==> config.mk <==
export PLATFORM = sky130hd
export DESIGN_NAME = mpu_initiator_flat
export DESIGN_NICKNAME = d
export VERILOG_FILES = /design/src/rtl/mpu_initiator_if.sv /design/src/rtl/mpu_initiator.sv /design/src/flat_wrapper.sv
export SDC_FILE = /design/constraint.sdc
export NUM_CORES = 1
export LEC_CHECK = 0
export CORE_MARGIN = 1.5
export CORE_UTILIZATION = 36
export CTS_CLUSTER_DIAMETER = 100
export DETAILED_ROUTE_END_ITERATION = 7
export GPL_TIMING_DRIVEN = 0
export PLACE_DENSITY = 0.86
export SYNTH_ARGS = -nofsm -noshare
export SYNTH_HDL_FRONTEND = slang
export SYNTH_SLANG_ARGS = --single-unit
==> constraint.sdc <==
create_clock -name clk -period 2.11 [get_ports clk]
set_clock_uncertainty 0.15 [all_clocks]
set_input_delay 0.422 -clock clk [delete_from_list [all_inputs] [get_ports clk]]
set_output_delay 0.422 -clock clk [all_outputs]
set_load 0.005 [all_outputs]
==> src/rtl/mpu_initiator_if.sv <==
// Shared MPU types plus the request/status bus between the initiator and the MPU.
//   mpu_initiator_pkg : mpu_error_t response codes
//   mpu_initiator_if  : cs/cfg/we/free_reserve/core_id/addr/wdata toward the MPU,
//                       rdy/bsy/rdata/err/source_core_id back from it.
//   modport master    : the initiator (drives the request fields)
//   modport slave     : the MPU (drives status and read data)
package mpu_initiator_pkg;
    typedef enum logic [1:0] {
        MPU_NO_ERROR       = 2'd0,
        MPU_ACCESS_GRANTED = 2'd1,
        MPU_ACCESS_DENIED  = 2'd2,
        MPU_OUT_OF_MEMORY  = 2'd3
    } mpu_error_t;
endpackage

interface mpu_initiator_if #(
    parameter int CORE_ID_WIDTH = 2,
    parameter int ADDR_WIDTH    = 16,
    parameter int DATA_WIDTH    = 16
);
    import mpu_initiator_pkg::*;

    logic                     cs;
    logic                     cfg;
    logic                     we;
    logic                     free_reserve;
    logic [CORE_ID_WIDTH-1:0] core_id;
    logic [ADDR_WIDTH-1:0]    addr;
    logic [DATA_WIDTH-1:0]    wdata;
    logic                     rdy;
    logic                     bsy;
    logic [DATA_WIDTH-1:0]    rdata;
    mpu_error_t               err;
    logic [CORE_ID_WIDTH-1:0] source_core_id;

    modport master (
        output cs, cfg, we, free_reserve, core_id, addr, wdata,
        input  rdy, bsy, rdata, err, source_core_id
    );

    modport slave (
        input  cs, cfg, we, free_reserve, core_id, addr, wdata,
        output rdy, bsy, rdata, err, source_core_id
    );
endinterface

==> src/rtl/mpu_initiator.sv <==
// Requester-side front end for the MPU. Round-robin arbitrates NUM_CORES request
// ports, issues one MPU transaction at a time and returns the result to the
// originating core on a one-cycle rsp_valid pulse.
// Ports:
//   clk, rst_n        clock, asynchronous active-low reset
//   req_*             per-core request (valid/ready handshake, packed addr/wdata)
//   rsp_*             one-hot response pulse with shared rdata/err/timeout
//   protocol_err      sticky flag: MPU echoed the wrong core id
//   mpu               MPU bus (master modport)
//
// state  | meaning
// S_ARB   | idle; grant the next requesting core when the MPU is not busy
// S_ISSUE | mpu_cs high for one cycle with the latched request
// S_WAIT  | wait for mpu_rdy, counting toward the timeout
// S_RESP  | rsp_valid pulse to the granted core
// S_FLUSH | after a timeout, swallow the late mpu_rdy before re-arbitrating
module mpu_initiator
    import mpu_initiator_pkg::*;
#(
    parameter int NUM_CORES      = 4,
    parameter int CORE_ID_WIDTH  = 2,
    parameter int ADDR_WIDTH     = 16,
    parameter int DATA_WIDTH     = 16,
    parameter int TIMEOUT_CYCLES = 1024
) (
    input  logic                            clk,
    input  logic                            rst_n,
    input  logic [NUM_CORES-1:0]            req_valid,
    output logic [NUM_CORES-1:0]            req_ready,
    input  logic [NUM_CORES-1:0]            req_cfg,
    input  logic [NUM_CORES-1:0]            req_we,
    input  logic [NUM_CORES-1:0]            req_free_reserve,
    input  logic [NUM_CORES*ADDR_WIDTH-1:0] req_addr,
    input  logic [NUM_CORES*DATA_WIDTH-1:0] req_wdata,
    output logic [NUM_CORES-1:0]            rsp_valid,
    output logic [DATA_WIDTH-1:0]           rsp_rdata,
    output mpu_error_t                      rsp_err,
    output logic                            rsp_timeout,
    output logic                            protocol_err,
    mpu_initiator_if.master                 mpu
);

    localparam int CNT_W   = (TIMEOUT_CYCLES > 1) ? $clog2(TIMEOUT_CYCLES + 1) : 1;
    localparam bit TO_EN   = (TIMEOUT_CYCLES != 0);
    localparam int TO_LAST = (TIMEOUT_CYCLES > 0) ? TIMEOUT_CYCLES - 1 : 0;

    typedef enum logic [2:0] {S_ARB, S_ISSUE, S_WAIT, S_RESP, S_FLUSH} state_t;

    state_t                   state_q, state_d;
    logic [CORE_ID_WIDTH-1:0] ptr_q, ptr_d;
    logic [CORE_ID_WIDTH-1:0] gnt_q, gnt_d;
    logic [CNT_W-1:0]         cnt_q, cnt_d;
    logic                     timed_out_q, timed_out_d;
    logic                     cs_q, cs_d;
    logic                     cfg_q, cfg_d;
    logic                     we_q, we_d;
    logic                     fr_q, fr_d;
    logic [ADDR_WIDTH-1:0]    addr_q, addr_d;
    logic [DATA_WIDTH-1:0]    wdata_q, wdata_d;
    logic [NUM_CORES-1:0]     rsp_valid_q, rsp_valid_d;
    logic [DATA_WIDTH-1:0]    rsp_rdata_q, rsp_rdata_d;
    mpu_error_t               rsp_err_q, rsp_err_d;
    logic                     rsp_timeout_q, rsp_timeout_d;
    logic                     prot_q, prot_d;

    logic                     pick_vld;
    logic [CORE_ID_WIDTH-1:0] pick_idx;

    // Scan from the highest offset down so the lowest offset past the pointer wins.
    always_comb begin
        pick_vld = 1'b0;
        pick_idx = '0;
        for (int k = NUM_CORES - 1; k >= 0; k--) begin
            int idx;
            idx = int'(ptr_q) + k;
            if (idx >= NUM_CORES) idx = idx - NUM_CORES;
            if (req_valid[CORE_ID_WIDTH'(idx)]) begin
                pick_vld = 1'b1;
                pick_idx = CORE_ID_WIDTH'(idx);
            end
        end
    end

    always_comb begin
        state_d       = state_q;
        ptr_d         = ptr_q;
        gnt_d         = gnt_q;
        cnt_d         = cnt_q;
        timed_out_d   = timed_out_q;
        cs_d          = 1'b0;
        cfg_d         = cfg_q;
        we_d          = we_q;
        fr_d          = fr_q;
        addr_d        = addr_q;
        wdata_d       = wdata_q;
        rsp_valid_d   = '0;
        rsp_rdata_d   = rsp_rdata_q;
        rsp_err_d     = rsp_err_q;
        rsp_timeout_d = rsp_timeout_q;
        prot_d        = prot_q;
        req_ready     = '0;

        case (state_q)
            S_ARB: begin
                if (!mpu.bsy && pick_vld) begin
                    req_ready[pick_idx] = 1'b1;
                    gnt_d   = pick_idx;
                    cfg_d   = req_cfg[pick_idx];
                    we_d    = req_we[pick_idx];
                    fr_d    = req_free_reserve[pick_idx];
                    addr_d  = req_addr[pick_idx*ADDR_WIDTH +: ADDR_WIDTH];
                    wdata_d = req_wdata[pick_idx*DATA_WIDTH +: DATA_WIDTH];
                    ptr_d   = (pick_idx == CORE_ID_WIDTH'(NUM_CORES - 1)) ?
                              '0 : pick_idx + CORE_ID_WIDTH'(1);
                    cs_d    = 1'b1;
                    state_d = S_ISSUE;
                end
            end
            S_ISSUE: state_d = S_WAIT;
            S_WAIT: begin
                // rdy is tested first so it wins over a timeout expiring the same cycle.
                if (mpu.rdy) begin
                    rsp_valid_d   = NUM_CORES'(1) << gnt_q;
                    rsp_rdata_d   = mpu.rdata;
                    rsp_timeout_d = 1'b0;
                    if (mpu.source_core_id != gnt_q) begin
                        prot_d    = 1'b1;
                        rsp_err_d = MPU_ACCESS_DENIED;
                    end else begin
                        rsp_err_d = mpu.err;
                    end
                    state_d = S_RESP;
                end else if (TO_EN && cnt_q == CNT_W'(TO_LAST)) begin
                    rsp_valid_d   = NUM_CORES'(1) << gnt_q;
                    rsp_rdata_d   = '0;
                    rsp_err_d     = MPU_ACCESS_DENIED;
                    rsp_timeout_d = 1'b1;
                    timed_out_d   = 1'b1;
                    state_d       = S_RESP;
                end else begin
                    cnt_d = cnt_q + CNT_W'(1);
                end
            end
            S_RESP: begin
                cnt_d   = '0;
                state_d = timed_out_q ? S_FLUSH : S_ARB;
            end
            S_FLUSH: begin
                if (mpu.rdy) begin
                    timed_out_d = 1'b0;
                    state_d     = S_ARB;
                end
            end
            default: state_d = S_ARB;
        endcase
    end

    always_ff @(posedge clk or negedge rst_n) begin
        if (!rst_n) begin
            state_q       <= S_ARB;
            ptr_q         <= '0;
            gnt_q         <= '0;
            cnt_q         <= '0;
            timed_out_q   <= 1'b0;
            cs_q          <= 1'b0;
            cfg_q         <= 1'b0;
            we_q          <= 1'b0;
            fr_q          <= 1'b0;
            addr_q        <= '0;
            wdata_q       <= '0;
            rsp_valid_q   <= '0;
            rsp_rdata_q   <= '0;
            rsp_err_q     <= MPU_NO_ERROR;
            rsp_timeout_q <= 1'b0;
            prot_q        <= 1'b0;
        end else begin
            state_q       <= state_d;
            ptr_q         <= ptr_d;
            gnt_q         <= gnt_d;
            cnt_q         <= cnt_d;
            timed_out_q   <= timed_out_d;
            cs_q          <= cs_d;
            cfg_q         <= cfg_d;
            we_q          <= we_d;
            fr_q          <= fr_d;
            addr_q        <= addr_d;
            wdata_q       <= wdata_d;
            rsp_valid_q   <= rsp_valid_d;
            rsp_rdata_q   <= rsp_rdata_d;
            rsp_err_q     <= rsp_err_d;
            rsp_timeout_q <= rsp_timeout_d;
            prot_q        <= prot_d;
        end
    end

    assign mpu.cs           = cs_q;
    assign mpu.cfg          = cfg_q;
    assign mpu.we           = we_q;
    assign mpu.free_reserve = fr_q;
    assign mpu.core_id      = gnt_q;
    assign mpu.addr         = addr_q;
    assign mpu.wdata        = wdata_q;

    assign rsp_valid    = rsp_valid_q;
    assign rsp_rdata    = rsp_rdata_q;
    assign rsp_err      = rsp_err_q;
    assign rsp_timeout  = rsp_timeout_q;
    assign protocol_err = prot_q;

endmodule

==> src/flat_wrapper.sv <==
// flat-port wrapper written by rule: the top's interface ports become plain ports
module mpu_initiator_flat import mpu_initiator_pkg::*;
#(
    parameter int NUM_CORES      = 4,
    parameter int CORE_ID_WIDTH  = 2,
    parameter int ADDR_WIDTH     = 16,
    parameter int DATA_WIDTH     = 16,
    parameter int TIMEOUT_CYCLES = 1024
)
  (clk, rst_n, req_valid, req_ready, req_cfg, req_we, req_free_reserve, req_addr, req_wdata, rsp_valid, rsp_rdata, rsp_err, rsp_timeout, protocol_err, mpu_cs, mpu_cfg, mpu_we, mpu_free_reserve, mpu_core_id, mpu_addr, mpu_wdata, mpu_rdy, mpu_bsy, mpu_rdata, mpu_err, mpu_source_core_id);
  mpu_initiator_if #(.CORE_ID_WIDTH(CORE_ID_WIDTH), .ADDR_WIDTH(ADDR_WIDTH), .DATA_WIDTH(DATA_WIDTH)) mpu_i ();
  input  logic clk;
  input  logic rst_n;
  input  logic [NUM_CORES-1:0] req_valid;
  output logic [NUM_CORES-1:0] req_ready;
  input  logic [NUM_CORES-1:0] req_cfg;
  input  logic [NUM_CORES-1:0] req_we;
  input  logic [NUM_CORES-1:0] req_free_reserve;
  input  logic [NUM_CORES*ADDR_WIDTH-1:0] req_addr;
  input  logic [NUM_CORES*DATA_WIDTH-1:0] req_wdata;
  output logic [NUM_CORES-1:0] rsp_valid;
  output logic [DATA_WIDTH-1:0] rsp_rdata;
  output mpu_error_t rsp_err;
  output logic rsp_timeout;
  output logic protocol_err;
  output wire logic [$bits(mpu_i.cs)-1:0] mpu_cs;
  output wire logic [$bits(mpu_i.cfg)-1:0] mpu_cfg;
  output wire logic [$bits(mpu_i.we)-1:0] mpu_we;
  output wire logic [$bits(mpu_i.free_reserve)-1:0] mpu_free_reserve;
  output wire logic [$bits(mpu_i.core_id)-1:0] mpu_core_id;
  output wire logic [$bits(mpu_i.addr)-1:0] mpu_addr;
  output wire logic [$bits(mpu_i.wdata)-1:0] mpu_wdata;
  input wire logic [$bits(mpu_i.rdy)-1:0] mpu_rdy;
  input wire logic [$bits(mpu_i.bsy)-1:0] mpu_bsy;
  input wire logic [$bits(mpu_i.rdata)-1:0] mpu_rdata;
  input wire logic [$bits(mpu_i.err)-1:0] mpu_err;
  input wire logic [$bits(mpu_i.source_core_id)-1:0] mpu_source_core_id;
  assign mpu_cs = mpu_i.cs;
  assign mpu_cfg = mpu_i.cfg;
  assign mpu_we = mpu_i.we;
  assign mpu_free_reserve = mpu_i.free_reserve;
  assign mpu_core_id = mpu_i.core_id;
  assign mpu_addr = mpu_i.addr;
  assign mpu_wdata = mpu_i.wdata;
  assign mpu_i.rdy = mpu_rdy;
  assign mpu_i.bsy = mpu_bsy;
  assign mpu_i.rdata = mpu_rdata;
  assign mpu_i.err = mpu_err;
  assign mpu_i.source_core_id = mpu_source_core_id;
  mpu_initiator #(.NUM_CORES(NUM_CORES), .CORE_ID_WIDTH(CORE_ID_WIDTH), .ADDR_WIDTH(ADDR_WIDTH), .DATA_WIDTH(DATA_WIDTH), .TIMEOUT_CYCLES(TIMEOUT_CYCLES)) u_core (.clk(clk), .rst_n(rst_n), .req_valid(req_valid), .req_ready(req_ready), .req_cfg(req_cfg), .req_we(req_we), .req_free_reserve(req_free_reserve), .req_addr(req_addr), .req_wdata(req_wdata), .rsp_valid(rsp_valid), .rsp_rdata(rsp_rdata), .rsp_err(rsp_err), .rsp_timeout(rsp_timeout), .protocol_err(protocol_err), .mpu(mpu_i));
endmodule
# Word-level counts from Yosys, hierarchy flattened
# Index checks and enable logic that the tools add are counted.
[classes]
shifts = 3
n_addsub = 9
n_reduce_logical = 13
eq_ne = 13
n_lt_le_gt_ge = 10
muxes = 59
[ops]
columns = ["op", "count"]
rows = [
  ["variable part select 64 x 7 -> 16 bit", 2],
  ["two-way mux 16 bit", 2],
  ["two-way mux 2 bit", 12],
  ["two-way mux 1 bit", 22],
  ["two-way mux 11 bit", 2],
  ["one-hot mux 11 bit (2 select lines)", 1],
  ["two-way mux 4 bit", 5],
  ["less-than comparator 2 x 4 -> 1 bit, second input constant", 4],
  ["two-way mux 3 bit", 5],
  ["one-hot mux 3 bit (5 select lines)", 1],
  ["binary-select mux 1 bit (select 2 bit)", 7],
  ["adder 11 x 1 -> 11 bit, second input constant", 1],
  ["== test 11 x 10 -> 1 bit, second input constant", 1],
  ["greater-or-equal comparator 3 bit, second input constant", 3],
  ["AND reduction 3 bit", 3],
  ["subtractor 2 x 1 -> 2 bit, second input constant", 4],
  ["adder 2 x 2 -> 3 bit, second input constant", 2],
  ["== test 3 x 2 -> 1 bit, second input constant", 2],
  ["inequality test 2 bit, second input constant", 3],
  ["nonzero test 2 bit", 3],
  ["inequality test 2 x 1 -> 1 bit, second input constant", 2],
  ["AND reduction 2 bit", 2],
  ["AND reduction 4 bit", 1],
  ["left shift 1 x 2 -> 4 bit, first input constant", 1],
  ["15 further kinds", 16],
]
[word_totals]
register_bits = 79
wordCells = 123

# Logic depth before layout (Yosys ltp)
# Gate-level depths: netlist of run 1.
[logic_depth]
ltp_word = 16
ltp_mapped = 9

# Least setup slack after synthesis of run 1
# Ideal clock, no wire load.
[synth_path]
kind = "input-to-output"
start = "input port req_valid[3]"
end = "output port req_ready[2]"
setup_slack_ns = -0.145
arrival_ns = 1.683
cell_stages = 7
t_required_ns = 1.538
n_path_buf = 2
path_cell_list = "or4_4 -> nand2_4 -> inv_2 -> o221a_2 -> buf_2 -> buf_6 -> and2_1"
[synth_via]
elab_chain_cells = 13
word_cells_on_any_way = 28
classes_between = "order compare (2); mux (24); reduce/logical (2)"
[synth_rtl]
columns = ["element", "line", "text"]
rows = [
  ["from (decl)", "flat_wrapper.sv:14", "input logic [NUM_CORES-1:0] req_valid;"],
  ["binary-select mux 1 bit (select 2 bit)", "mpu_initiator.sv:77", "if (req_valid[CORE_ID_WIDTH'(idx)]) begin"],
  ["two-way mux 1 bit (implied by the code) (2 in a row)", "mpu_initiator.sv:77", ""],
  ["two-way mux 2 bit (4 in a row)", "mpu_initiator.sv:77", ""],
  ["less-than comparator 2 x 3 -> 1 bit (implied by the code) / greater-or-equal comparator 2 x 1 -> 1 bit (equally long branches)", "mpu_initiator.sv:106", "req_ready[pick_idx] = 1'b1;"],
  ["logical AND 1 bit (implied by the code)", "mpu_initiator.sv:106", ""],
  ["two-way mux 1 bit (implied by the code)", "mpu_initiator.sv:106", ""],
  ["demux 1 bit (select 2 bit)", "--", ""],
  ["two-way mux 4 bit *", "mpu_initiator.sv:105", "if (!mpu.bsy && pick_vld) begin"],
  ["two-way mux 4 bit *", "mpu_initiator.sv:103", "case (state_q)"],
  ["to (decl)", "flat_wrapper.sv:15", "output logic [NUM_CORES-1:0] req_ready;"],
]
# Mark *: on every way between the ends. The rest lies on a longest branch, timed or not. The select of a mux whose other input is x is not followed.

# Final worst setup path of run 1
[layout_path]
start = "register u_core.state_q[1]"
end = "output port req_ready[2]"
[layout_via]
elab_chain_cells = 2
[layout_rtl]
columns = ["element", "line", "text"]
rows = [
  ["from (decl)", "mpu_initiator.sv:49", "state_t state_q, state_d;"],
  ["from (signal assigned)", "mpu_initiator.sv:177", "state_q <= state_d;"],
  ["logical NOT 3 bit", "mpu_initiator.sv:103", ""],
  ["two-way mux 4 bit", "mpu_initiator.sv:103", ""],
]
# Every way passes these cells.

==> results.yml, run 1 <==
logic_synthesis:
  synth_nets: 633
  seq_area_frac_synth_pct: 45.8
  synthTopCellsByArea: "dfrtp_1 46%, mux2i_1 8.1%, nand2_1 7.7%"
  synth_seq_cells: 79
  synth_top_area_share_pct: 45.8
  synth_top_area_cell: "dfrtp_1"
  synth_ff_type: "dfrtp_1"
  syn_area_mm2: 0.00432
  synth_cell_types: 53
  async_flop_share_pct: 100
  post_synth_inst_count: 463
  syn_area_per_cell_um2: 9.33
  synth_edf_count: 0
  ys_warn_count: 0
job:
  maxCapViolations: 0
placed_design:
  place_hpwl_um: 11400
  gp_congestion: 0.828
  placed_cell_area_mm2: 0.00688
  port_buffers: 233
sta:
  finalSetupViolCount: 54
  drv_slew: 0
  hold_viol: 0
  grt_setup_unrepaired: "true"
  setup_tns_ps: -5650
  max_freq_mhz: 399
  finalCritPeriodShare_pct: 119
  worst_pin_slew_ps: 589
  timing.final.ws_setup_ps: -394
  relSlewSlack_pct: 60.7
  min_period_ps: 2500
detailed_routing:
  firstDrtPassIters: 7
  ant_nets: 0
  wl_per_cell_um: 19.3
  wirelength_um: 17200
  num_vias: 4810
  drt_iter0_drc: 228
  post-route-drc-count: 13
  via_per_inst: 5.39
status:
  violations: "DRC, setup timing"
  status: "finished, violations left"
cells_and_area:
  final_cell_area_mm2: 0.00845
  fill_cells: 749
  layout_commonest_cell: "clkdlybuf4s50_1"
  nNetsFinal: 914
  multiInputGateArea_mm2: 0.00279
  area_delta_synth_final_pct: 95.5
  layout_common_cells: "223 x clkdlybuf4s50_1, 76 x dfrtp_1, 58 x nand2_1, 45 x nor2_1, 35 x a31oi_1"
  drive_gt1_share_pct: 29.2
  diodes: 0
  register_area_mm2: 0.00198
floorplanning:
  initial_core_util_pct: 37.3
  num_io_pins: 234
  design.core.area_mm2: 0.0116
  die_y_um: 113
  rows: 39
  die_w_um: 113
  die-area_mm2: 0.0127
cts:
  cts_root_buf: "clkbuf_16"
  cts_tree: "yes"
  cts-buffers-inserted: 9
  insertion_delay_ps: 330
  clock-sinks: 79
  htreeDepth: 3
  cts.path.max_buffers: 2
  clkTransAtPathRegs_ps: 60
worst_setup_path:
  arrival_ps: 1930
  path_class: "flop to output port"
  end_kind: "output port"
  cp_max_fo: 6
  start_kind: "flop"
  required_ps: 1540
power:
  max-vdd-ir-drop_mv: 0.581
  p_leak_uw: 0.00354
  power-per-cell-area_mw_per_mm2: 1230
  power_uw: 10400
global_route:
  grt_pass1_vias: 4934
  grt_first_pass_wirelength_um: 24200
  grt_antenna_before_repair: 0
  overflow: 0
  groute.usage.overall_pct: 24.4
  grt_max_degree: 48
min_path:
  min_path_type: "flop to flop"
metrics by stage:
step           hold slack [ps]  worst slack [ps]  util (%)  cells
6_report                   337              -394      73.0    892
5_1_grt                    361              -449      73.0    892
4_1_cts                    319              -367      65.2    877
3_5_place_dp               245             -1220      59.5    840
3_3_place_gp               297             -2370      59.3    839
2_1_floorplan            -23.6             -88.5         -    463
sequential cells by signal, summed over array words and instances, names as in the netlist, 2 cells and up:
name	count
u_core.rsp_valid	4
u_core.mpu.addr	16
u_core.mpu.core_id	2
u_core.ptr_q	2
u_core.state_q	3
u_core.mpu.wdata	16
u_core.rsp_err	2
u_core.rsp_rdata	16
u_core.cnt_q	11
cell usage after synthesis, drive strengths merged (4+ instances only):
master   n
a21o     4
a31oi   36
a21boi  35
inv      7
nor3     9
buf     22
a21oi    4
nand3    9
nor3b    4
o21ai    7
and3     4
nor4     5
nand2   90
clkbuf  11
a22o    16
dfrtp   79
nor2    47
mux2i   35
path summary, 6_finish.rpt:
path / endpoint / cells past startpoint / start / slack [ps]
min in group asynchronous: u_core.rsp_err[0]$_DFFE_PN0P_ / 2 / rst_n / 420
max: req_ready[2] / 9 / u_core.state_q[1]$_DFFE_PN0P_ / -390
min reg2reg: u_core.protocol_err$_DFFE_PN0P_ / 1 / u_core.protocol_err$_DFFE_PN0P_ / 340
min: u_core.protocol_err$_DFFE_PN0P_ / 1 / u_core.protocol_err$_DFFE_PN0P_ / 340
max reg2reg: u_core.mpu.wdata[1]$_DFFE_PN0P_ / 10 / u_core.ptr_q[1]$_DFFE_PN0P_ / -150
max in group asynchronous: u_core.mpu.wdata[4]$_DFFE_PN0P_ / 3 / rst_n / 810
per-layer routing:
layer	global-route usage, %	vias to the layer above	part of all wire (%)
li1	-	2224	-
met1	26.6	2312	37
met2	44.3	237	53
met3	7.56	37	7.3
met4	9.37	0	2.7
met5	0	-	0
critical path, cell delays in order (launching register included):
cell and delay [ps]:
dfrtp_1 370, buf_6 130, nor4_4 350, nand2_4 100, inv_4 70, o221a_4 180
buf_8 100, buf_8 90, and2_4 130, buf_6 80
power breakdown:
| group | internal (uW) | switching [uW] |
|---|---|---|
| clock | 924 | 667 |
| combinational | 3540 | 2590 |
| sequential | 2170 | 526 |
cells by family after synthesis:
group	share of synthesized area, %
AND/OR/NAND/NOR	19.5
AO/OA/AOI/OAI	20.1
flip-flops	45.8
buffers and inverters	5.07
multiplexers	8.37
XOR/XNOR	0.608
adder cells (fa/ha/maj)	0.579
final cells by class:
type | count | share of cell area (%)
multi-input combinational | 344 | 33.1
buffer | 30 | 4.00
sequential | 79 | 23.5
tap | 143 | 2.12
clock inverter | 6 | 0.830
timing repair buffer | 273 | 33.5
clock buffer | 10 | 2.71
inverter | 7 | 0.341
repair_timing:
item                                   in CTS  in global routing
cloned                                      1                  8
setup endpoints to repair                  74                 75
hold buffers                                1                  0
pin swaps                                  14                 94
endpoints found under the hold margin      32                  0
buffers inserted                           20                  9
gates resized for setup                    97                166
Note: power is estimated with default switching activity, not from simulation.
==> run 2, diff against run 1 <==
- CELL_PAD_IN_SITES_DETAIL_PLACEMENT: unset -> 1
- CELL_PAD_IN_SITES_GLOBAL_PLACEMENT: unset -> 1
- CORE_MARGIN: 1.5 -> 8
- CORE_UTILIZATION: 36 -> 25
- PLACE_DENSITY: 0.86 -> 0.84
==> results.yml, run 2 (synthesis gave the netlist of run 1 again) <==
status:
  status: "finished, violations left"
  violations: "setup timing"
worst_setup_path:
  arrival_ps: 1930
  r2r-end: "u_core.mpu.addr[8]$_DFFE_PN0P_"
  ff2ff_setup_slack_ps: -340
  crit_buf_inv: 3
  end_kind: "output port"
  required_ps: 1540
  critPathMaxStageDelay_ps: 450
  cp_max_fo: 5
  crit_family: "flip-flops"
  start_kind: "flop"
  r2r-start: "u_core.ptr_q[1]$_DFFE_PN0P_"
  cp_num_cells: 7
  path_class: "flop to output port"
  cp-endpoint: "req_ready[3]"
  slowest_stage: "dfrtp_2"
  reg2reg_depth: 14
  cp_cell_sequence: "mux2_4 > o221ai_4 > inv_2 > clkbuf_16 > ha_4 > and3_4 > buf_6"
  critPathLaunch: "u_core.ptr_q[1]$_DFFE_PN0P_"
cts:
  cts_root_buf: "clkbuf_16"
  cts-buffers-inserted: 9
  clkTransAtPathRegs_ps: 70
  insertion_delay_ps: 350
  cts.path.max_buffers: 2
  clock-sinks: 79
  htreeDepth: 3
  cts_tree: "yes"
cells_and_area:
  nNetsFinal: 929
  layout_common_cells: "223 x clkdlybuf4s50_1, 75 x dfrtp_1, 69 x nand2_1, 43 x nor2_1, 36 x a31oi_1"
  utilization_pct: 50.7
  drive_gt1_share_pct: 29.3
  multiInputGateArea_mm2: 0.00268
  layout_commonest_cell: "clkdlybuf4s50_1"
  area_delta_synth_final_pct: 101
  fill_cells: 1861
  register_area_mm2: 0.00198
min_path:
  min_path_type: "flop to flop"
detailed_routing:
  firstDrtPassIters: 4
  num_vias: 4868
  ant_nets: 0
  post-route-drc-count: 0
  drt_iter0_drc: 157
  wirelength_um: 21400
  via_per_inst: 4.92
  wl_per_cell_um: 21.6
floorplanning:
  rows: 48
  die_y_um: 147
  design.core.area_mm2: 0.0171
  initial_core_util_pct: 25.2
  die_w_um: 147
  die-area_mm2: 0.0217
  num_io_pins: 234
sta:
  hold_viol: 0
  grt_setup_unrepaired: "true"
  min_period_ps: 2500
  max_freq_mhz: 400
  timing.final.ws_setup_ps: -392
  worst_pin_slew_ps: 606
  relSlewSlack_pct: 59.6
  finalCritPeriodShare_pct: 119
  drv_slew: 0
  finalSetupViolCount: 70
placed_design:
  gp_congestion: 0.823
  place_hpwl_um: 14700
  port_buffers: 233
global_route:
  grt_antenna_before_repair: 0
  grt_pass1_vias: 5735
  grt_max_degree: 42
  groute.usage.overall_pct: 19.5
  overflow: 0
  grt_first_pass_wirelength_um: 32900
power:
  power_uw: 10900
  max-vdd-ir-drop_mv: 0.549
  p_leak_uw: 0.00363
  power-per-cell-area_mw_per_mm2: 1250
job:
  maxCapViolations: 0
run 2: cell count changes in the layout (fill, tap and decap cells not counted), sizes merged:
cell	change
buf	+16
clkinvlp	-2
dlymetal6s2s	+1
clkbuf	-3
clkinv	+3
diode	+1
run 2: worst min-delay path by stage:
stage	from	to	slack [ps]	cells after the start
2_1_floorplan	rst_n	u_core.cnt_q[0]$_DFFE_PN0P_	-20	0
3_3_place_gp	u_core.protocol_err$_DFFE_PN0P_	u_core.protocol_err$_DFFE_PN0P_	290	1
3_5_place_dp	rst_n	u_core.rsp_rdata[13]$_DFFE_PN0P_	300	1
4_1_cts	u_core.protocol_err$_DFFE_PN0P_	u_core.protocol_err$_DFFE_PN0P_	310	1
5_1_grt	u_core.protocol_err$_DFFE_PN0P_	u_core.protocol_err$_DFFE_PN0P_	340	1
6_report	u_core.protocol_err$_DFFE_PN0P_	u_core.protocol_err$_DFFE_PN0P_	310	1
run 2: worst reg2reg max path, cell delays in order (launching register included):
cell	delay (ps)
dfrtp_2	450
buf_6	140
a21boi_4	150
o221ai_4	140
buf_4	150
buf_6	120
buf_6	110
buf_6	110
buf_12	130
buf_12	130
buf_12	130
buf_8	120
nand2_1	70
a31oi_1	80
a21boi_2	160
run 2: where the power goes:
part	internal [uW]	switching [uW]	leakage (uW)
Combinational	3770	2760	0.00256
Sequential	2170	529	0.000925
Clock	931	722	0.000146
Total	6870	4010	0.00363
run 2: cell type report:
class	count	area share, %
Antenna cell	1	0.0288
Inverter	7	0.331
Clock buffer	9	2.59
Multi-Input combinational cell	344	30.9
Buffer	29	3.95
Sequential cell	79	22.8
Clock inverter	7	0.937
Tap cell	225	3.24
Timing Repair Buffer	289	35.2
run 2: through the flow:
stage                     std cells  TNS (ps)  hold slack [ps]  cell area, um2  setup WS, ps
after floorplan                 463     -88.5            -23.6            4340         -88.5
after global placement          921   -253740              293            6960         -2670
after detailed placement        922    -46850              300            6970         -1390
after CTS                       986    -18260              312            8450          -420
after global routing            989    -18110              342            8680          -439
final                           990    -14150              310            8680          -392
run 2: what timing repair did:
action | 4_1_cts | 5_1_grt
hold buffers | 1 | 0
setup endpoints to repair | 74 | 75
gates resized for setup | 213 | 45
hold endpoints to repair | 40 | 0
setup buffers | 39 | 10
pin swaps | 63 | 29
cloned | 8 | 1
run 2: per-layer routing:
| layer | share of wire (%) | wire length (um) | track usage, % |
|---|---|---|---|
| met3 | 9.7 | 2080 | 8.93 |
| met1 | 38 | 8050 | 20.7 |
| met2 | 51 | 10900 | 34.4 |
| met4 | 1.5 | 329 | 5.00 |
| met5 | 0 | 0 | 0 |
==> run 3, diff against run 2 <==
- CORE_UTILIZATION: 25 -> 26
- CTS_BUF_LIST: unset -> sky130_fd_sc_hd__clkbuf_4 sky130_fd_sc_hd__clkbuf_8
- PLACE_DENSITY: 0.84 -> 0.87
==> results.yml, run 3 (synthesis gave the netlist of run 1 again) <==
worst_setup_path:
  arrival_ps: 1980
  r2r-start: "u_core.state_q[2]$_DFFE_PN0P_"
  end_kind: "output port"
  path_class: "flop to output port"
  start_kind: "flop"
  required_ps: 1540
  cp_max_fo: 5
  critPathLaunch: "u_core.ptr_q[1]$_DFFE_PN0P_"
placed_design:
  gp_congestion: 0.789
  dpl_worst_slack_ps: -1330
  place_hpwl_um: 14500
  port_buffers: 233
  placed_cell_area_mm2: 0.00698
cts:
  cts-buffers-inserted: 9
  insertion_delay_ps: 390
  clkTransAtPathRegs_ps: 90
  cts_root_buf: "clkbuf_8"
  cts_tree: "yes"
  htreeDepth: 3
  cts.path.max_buffers: 2
  clock-sinks: 79
sta:
  worst_pin_slew_ps: 587
  finalSetupViolCount: 34
  min_period_ps: 2550
  drv_slew: 0
  relSlewSlack_pct: 60.9
  finalCritPeriodShare_pct: 121
  grt_setup_unrepaired: "true"
  max_freq_mhz: 392
  hold_viol: 0
  timing.final.ws_setup_ps: -442
cells_and_area:
  layout_commonest_cell: "clkdlybuf4s50_1"
  layout_common_cells: "223 x clkdlybuf4s50_1, 86 x nand2_1, 74 x dfrtp_1, 41 x nor2_1, 36 x a31oi_1"
  area_delta_synth_final_pct: 90.1
  final_cell_area_mm2: 0.00821
  drive_gt1_share_pct: 23.9
  nNetsFinal: 921
  diodes: 0
global_route:
  overflow: 0
  grt_pass1_vias: 5406
  grt_max_degree: 49
  grt_first_pass_wirelength_um: 30300
  groute.usage.overall_pct: 19.1
  grt_antenna_before_repair: 0
detailed_routing:
  drt-met1-wl_um: 7690
  num_vias: 4829
  ant_nets: 0
  wirelength_um: 20800
  drt_iter0_drc: 159
  via_per_inst: 4.95
  wl_met3_um: 2330
  met2_length_um: 10300
  post-route-drc-count: 0
  highest_layer: "met4"
  wl_per_cell_um: 21.3
  firstDrtPassIters: 4
floorplanning:
  design.core.area_mm2: 0.0164
  rows: 47
  die_y_um: 145
  num_io_pins: 234
  die-area_mm2: 0.0210
  initial_core_util_pct: 26.3
  die_w_um: 145
min_path:
  min_path_type: "flop to flop"
  hold_start: "u_core.protocol_err$_DFFE_PN0P_"
power:
  p_leak_uw: 0.00350
  max-vdd-ir-drop_mv: 0.458
  power-per-cell-area_mw_per_mm2: 1220
status:
  status: "finished, violations left"
  violations: "setup timing"
job:
  maxCapViolations: 0
## run 3: cell types whose count changed in the layout (fill, tap and decap cells not counted), moves of 4 or more
cell,change
a21boi_2,-9
buf_12,-7
mux2i_4,-7
mux2i_1,+10
clkbuf_8,+10
clkbuf_16,-9
nand2_2,-18
a21boi_1,+8
nand2_1,+17
buf_16,-4
## run 3: cell type report
class | instances | area (um2)
timing repair buffer | 283 | 2820
multi-input combinational | 344 | 2510
clock inverter | 7 | 120
buffer | 27 | 349
inverter | 7 | 28.8
tap | 220 | 275
fill | 1815 | 8200
clock buffer | 9 | 124
sequential | 79 | 1980
## run 3: repair_timing
action	4_1_cts	5_1_grt
buffers inserted	29	21
hold buffers	1	0
hold endpoints to repair	31	0
gates cloned	3	1
resized for setup	124	94
setup endpoints to repair	75	76
pin swaps	25	23
## run 3: metal layers
| metal | up-vias | track usage [%] |
|---|---|---|
| li1 | 2228 | - |
| met1 | 2364 | 20.2 |
| met2 | 204 | 33.1 |
| met3 | 33 | 9.42 |
| met4 | 0 | 5.26 |
| met5 | - | 0 |
## run 3: power breakdown
| part | internal [uW] | leakage [uW] | switching [uW] |
|---|---|---|---|
| Clock | 790 | 0.000120 | 651 |
| Combinational | 3330 | 0.00246 | 2540 |
| Sequential | 2170 | 0.000924 | 513 |
| Total | 6280 | 0.00350 | 3710 |
## run 3: worst paths after layout
kind,end,slack (ps),cells past startpoint
setup / recovery,req_ready[3],-440,7
setup reg to reg,u_core.rsp_rdata[2]$_DFFE_PN0P_,-190,9
max in group asynchronous,u_core.ptr_q[1]$_DFFE_PN0P_,820,3
hold / removal,u_core.protocol_err$_DFFE_PN0P_,320,1
min in group asynchronous,u_core.rsp_rdata[9]$_DFFE_PN0P_,370,2
hold reg to reg,u_core.protocol_err$_DFFE_PN0P_,320,1
## run 3: per-stage QoR
| stage | util [%] | total power, uW | cells | TNS (ps) | hold WS, ps |
|---|---|---|---|---|---|
| after floorplan | - | 4890 | 463 | -88.5 | -23.6 |
| after global placement | 42.4 | 7050 | 916 | -250590 | 289 |
| after detailed placement | 42.5 | 7200 | 917 | -45910 | 249 |
| after global routing | 50.0 | 10600 | 976 | -8370 | 364 |
| final | 50.0 | 9990 | 976 | -5340 | 319 |
| after CTS | 47.7 | 9470 | 965 | -13160 | 318 |
## run 3: critical path: stages (launching register included)
cell and delay, ps:
dfrtp_2 450, mux2_4 330, o221ai_4 190, inv_2 80
buf_8 130, ha_4 150, and3_4 150, buf_6 110
